[src/rtl/ucode_loop_ctrl.sv]
// Microcode PC sequencer with three nested zero-overhead hardware loops.
// Level 0 is innermost; levels sharing an end address unwind inner-first in one cycle.
module ucode_loop_ctrl #(
  parameter int unsigned ADDR_WIDTH = 10,
  parameter int unsigned ITER_WIDTH = 10
) (
  input  logic                  clk_i,
  input  logic                  rst_ni,
  input  logic                  clear_i,
  input  logic                  en_i,
  input  logic                  jmp_valid_i,
  input  logic [ADDR_WIDTH-1:0] jmp_target_i,
  input  logic                  setup_valid_i,
  input  logic [1:0]            setup_level_i,
  input  logic [ITER_WIDTH-1:0] setup_iter_i,
  input  logic [ADDR_WIDTH-1:0] setup_end_i,
  output logic [ADDR_WIDTH-1:0] pc_o,
  output logic [2:0]            loop_active_o,
  output logic                  error_o
);

  localparam int unsigned NumLevels = 3;

  logic [ADDR_WIDTH-1:0]                 pc_q, pc_d;
  logic [NumLevels-1:0]                  active_q, active_d;
  logic [NumLevels-1:0][ADDR_WIDTH-1:0]  start_q, start_d;
  logic [NumLevels-1:0][ADDR_WIDTH-1:0]  end_q, end_d;
  logic [NumLevels-1:0][ITER_WIDTH-1:0]  rem_q, rem_d;
  logic                                  error_q, error_d;

  logic [ADDR_WIDTH-1:0] pc_inc;
  logic                  back_edge;

  assign pc_inc = pc_q + ADDR_WIDTH'(1);

  always_comb begin
    pc_d      = pc_q;
    active_d  = active_q;
    start_d   = start_q;
    end_d     = end_q;
    rem_d     = rem_q;
    error_d   = error_q;
    back_edge = 1'b0;

    if (clear_i) begin
      pc_d     = '0;
      active_d = '0;
      start_d  = '0;
      end_d    = '0;
      rem_d    = '0;
      error_d  = 1'b0;
    end else if (en_i) begin
      if (jmp_valid_i) begin
        // Jump wins over a simultaneous setup; the setup is dropped and flagged.
        pc_d = jmp_target_i;
        if (setup_valid_i) begin
          error_d = 1'b1;
        end
      end else if (setup_valid_i) begin
        if (setup_level_i == 2'd3) begin
          error_d = 1'b1;
          pc_d    = pc_inc;
        end else if (setup_iter_i != '0) begin
          active_d[setup_level_i] = 1'b1;
          start_d[setup_level_i]  = pc_inc;
          end_d[setup_level_i]    = setup_end_i;
          rem_d[setup_level_i]    = setup_iter_i;
          pc_d                    = pc_inc;
          if (setup_end_i < pc_inc) begin
            error_d = 1'b1;
          end
        end else begin
          // Zero iterations: skip the whole body.
          active_d[setup_level_i] = 1'b0;
          rem_d[setup_level_i]    = '0;
          pc_d                    = setup_end_i + ADDR_WIDTH'(1);
        end
      end else begin
        pc_d = pc_inc;
        // Exhausted levels retire and let the next outer level check the same end.
        for (int i = 0; i < NumLevels; i++) begin
          if (!back_edge && active_q[i] && (end_q[i] == pc_q)) begin
            if (rem_q[i] > ITER_WIDTH'(1)) begin
              rem_d[i]  = rem_q[i] - ITER_WIDTH'(1);
              pc_d      = start_q[i];
              back_edge = 1'b1;
            end else begin
              active_d[i] = 1'b0;
              rem_d[i]    = '0;
            end
          end
        end
      end
    end
  end

  always_ff @(posedge clk_i or negedge rst_ni) begin
    if (!rst_ni) begin
      pc_q     <= '0;
      active_q <= '0;
      start_q  <= '0;
      end_q    <= '0;
      rem_q    <= '0;
      error_q  <= 1'b0;
    end else begin
      pc_q     <= pc_d;
      active_q <= active_d;
      start_q  <= start_d;
      end_q    <= end_d;
      rem_q    <= rem_d;
      error_q  <= error_d;
    end
  end

  assign pc_o          = pc_q;
  assign loop_active_o = active_q;
  assign error_o       = error_q;

endmodule

[config.mk]
export PLATFORM = sky130hd
export DESIGN_NAME = ucode_loop_ctrl
export DESIGN_NICKNAME = d
export VERILOG_FILES = /design/src/rtl/ucode_loop_ctrl.sv
export SDC_FILE = /design/constraint.sdc
export NUM_CORES = 1
export LEC_CHECK = 0
export ABC_AREA = 1
export CORE_MARGIN = 10
export CORE_UTILIZATION = 37
export CTS_CLUSTER_DIAMETER = 120
export DETAILED_ROUTE_END_ITERATION = 8
export GPL_TIMING_DRIVEN = 0
export HOLD_SLACK_MARGIN = 0.15
export PLACE_DENSITY = 0.66
export RECOVER_POWER = 100
export SETUP_SLACK_MARGIN = 0.02
export SYNTH_ARGS = -nofsm -noshare
export SYNTH_HDL_FRONTEND = slang
export SYNTH_SLANG_ARGS = --single-unit
[constraint.sdc]
create_clock -name clk_i -period 2.4 [get_ports clk_i]
set_input_delay 0.72 -clock clk_i [delete_from_list [all_inputs] [get_ports clk_i]]
set_output_delay 0.72 -clock clk_i [all_outputs]
set_load 0.02 [all_outputs]
==> out/qor.txt <==
Status: complete, but fails checks
Violated checks: negative setup slack
Tot Pwr: 6.49 mW
DRT antenna net count: 0
Worst path required time: 2640 ps
Largest net degree at the start of global routing: 59
CTS clk-pin slew, worst paths: 70 ps
HP Class: reg -> reg
Row Count: 52
Reg area: 2610 µm²
Buffers on Ports: 49
Synth warnings: 0
Logic pwr share: 41.9%
Gpl congestion: 0.942
CTS tree: yes
Finished Core Util: 46.4%
Final wirelength: 24900 µm
Total CTS buffers: 9
N_diodes: 0
Top cell by count, worst path: o211ai_1
Initial core utilization: 37.6%
Crit path capture type: register
Multi-input logic area: 4360 µm²
RSZ-0062 raised after global routing: true
Width of the die: 163 µm
Synth Area in Adders: 2.81%
Synth cell types: 48
Initial antenna violation count: 0
Max Buffers Root-to-Sink: 2
Die Y-Extent: 163 µm
Synthesized flop and latch total: 104
Full die area: 26600 µm²
Flop pwr share: 35.2%
Relative slew slack: 13.7%
Static leakage: 4.38 nW
Skew-Pair Late Insertion Delay: 370 ps
Period utilisation layout: 103%
Initial DRC count: 595
Placed inst area: 8430 µm²
DR vias: 7622
Maximum capacitance violations: 0
Layout Area Growth over Synthesis: 23.7%
Synthesized area: 7570 µm²
Final Non-Filler Cells: 1431
H-Tree Depth: 3
Synthesized Nets: 1118
Synth Area in Compound Gates: 18.2%
Root Driver: clkbuf_16
Post-layout min period: 2480 ps
Main synth FF type: dfrtp_1
Critical Path, Cell by Cell: buf_12 > inv_8 > nor3_4 > nand3_2 > xor2_2 > inv_2 > ha_1 > nand2_2 > nor2_2 > o211ai_1 > o2111ai_2 > nand3_1 > o211ai_1 > a21oi_1
Setup Viol. Count Final: 1
Worst r2r src: pc_o[1]
Wire per inst: 17.4 µm
Clock Sinks: 104
Worst Tran Pin Value: 1290 ps
R2R Path End: error_o
GRT Resource Usage Total: 18.4%
Largest family of logic cells by synthesized area: simple AND/OR/NAND/NOR gates
Critical Path End: error_o
Worst Setup Slack, final: -81.3 ps
DR vias/cell: 5.33
GRT overflow: 0
Synth Area in Simple Gates: 28.6%
Post-Syn Area per Cell: 7.13 µm²
Mux cell area share after synthesis: 0%
R2R setup slack: -80 ps
Post-synth EDFFs: 0
Fillers: 1990
Vias in the first global route: 7219
Dpl hpwl: 17900 µm
Worst endpoint data arrival time: 2720 ps
First-pass GRT wire length: 38900 µm
Final Hold Fails: 0
Max Freq: 0.403 GHz
Critical path startpoint: pc_o[1]
Placed cell count: 1383
PD cells: 693 nW/µm²
Synthesized instance count: 1063
P_int: 3.79 mW
Skew final: 15.6 ps
DR pass1 iterations: 5
Core area: 20200 µm²
Switching pwr: 2.70 mW
Ports: 52
Post-Synth XOR/XNOR Area: 3.47%
Switch share: 41.6%
Post-place setup slack: -738 ps
NumNets Final: 1211
Worst reg2reg path depth: 14
Peak VDD IR: 0.503 mV
Register area share after synthesis: 34.4%
Layout cells sized above 1: 20.6%
Post-layout instance area: 9370 µm²
Crit Path Class: reg -> reg
Worst setup SP type: register
Critical-path top delay cell: dfrtp_2
CP Max Fanout: 4
Crit-path max cell delay: 420 ps
Max Transition Viols Final: 0
Drt drc: 0
Clock power frac: 22.9%
Async SR Flop Fraction: 100%
## power groups by stage
stage,logic (mW),registers (mW),clock network (mW)
2_1_floorplan,1.78,2.28,0
3_3_place_gp,2.42,2.31,0
3_5_place_dp,2.47,2.31,0
4_1_cts,2.63,2.28,1.51
5_1_grt,3.04,2.32,1.58
6_report,2.72,2.28,1.49
## per-stage QoR
step / TNS (ps) / hold slack [ps]
3_3_place_gp: -434410 / 502
4_1_cts: -44.2 / 419
2_1_floorplan: 0 / 424
6_report: -81.3 / 522
5_1_grt: -635 / 546
3_5_place_dp: -52850 / 503
## state kept, by name, summed over array words and instances, names as in the netlist
signal / flops
error_o: 1
rem_q: 30
end_q: 30
pc_o: 10
start_q: 30
loop_active_o: 3
## logic make-up (layout without fill, tap and decap cells)
| logic type | count (synthesis) | count (layout) |
|---|---|---|
| compound gates | 218 | 219 |
| xor+xnor | 30 | 30 |
| fa+ha+maj | 17 | 17 |
| buf+inv | 228 | 324 |
| flops | 104 | 104 |
| simple gates | 466 | 467 |
## worst max-delay path: cells and delay by family (launching register included)
kind	cells	cell delay [ps]
and+or+nand+nor	5	710
buffers and inverters	3	230
AOI/OAI and AO/OA	4	500
DFF	1	420
xor gates and xnor gates	1	190
adders and majority gates	1	310
## cells in the mapped netlist (17+ instances only)
master	number	area (µm²)
a21oi_1	41	205
dfrtp_1	104	2600
ha_1	17	213
inv_1	163	612
inv_2	22	82.6
nand2_1	215	807
nand3_1	53	265
nand4_1	36	225
nor2_1	105	394
o21ai_0	63	315
o22ai_1	62	388
xor2_1	24	210
## cell type report
class / instances / area share, %
flip-flops and latches: 104 / 27.9
repair buffers: 80 / 8.22
multi-input cells: 733 / 46.5
clock inverters: 6 / 0.534
clock buffers: 10 / 2.55
well taps: 270 / 3.61
plain buffers: 43 / 3.18
inverters: 185 / 7.52
## layout by cell type (no fill, tap or decap), drive strengths merged, types with 2 or more instances in the layout
cell           count
o21ai             78
xor2              24
o311ai             2
dlymetal6s2s       6
nand4             38
o2111ai            2
clkinv             2
a31oi              3
nand2            233
a21oi             55
nand3             58
dlygate4sd2        5
clkbuf            26
o211ai             8
xnor2              6
clkdlybuf4s50     29
nor3              10
o31ai              2
inv              188
buf               59
ha                17
o22ai             63
dfrtp            104
dlygate4sd3        8
nor2             125
## how the worst min path moves through the flow
stage | start | end | depth (start not counted)
finish | error_o | error_o | 2
global route | rem_q[28] | rem_q[28] | 2
CTS | rst_ni | end_q[11] | 1
detailed placement | rem_q[25] | rem_q[25] | 2
global placement | rem_q[25] | rem_q[25] | 2
floorplan | rst_ni | end_q[0] | 0
## metal layers
layer	global-route usage (%)	routed length, µm
met2	29.5	11800
met3	3.88	1830
met5	0	0
met4	6.48	686
met1	23.9	10600
## timing repair
action	in CTS	in global routing
setup endpoints to repair	101	102
hold buffers	0	0
cloned	0	3
gates resized for setup	64	48
setup buffers	21	9
pin swaps	22	18
No activity file was read; power rests on OpenSTA's default activity.
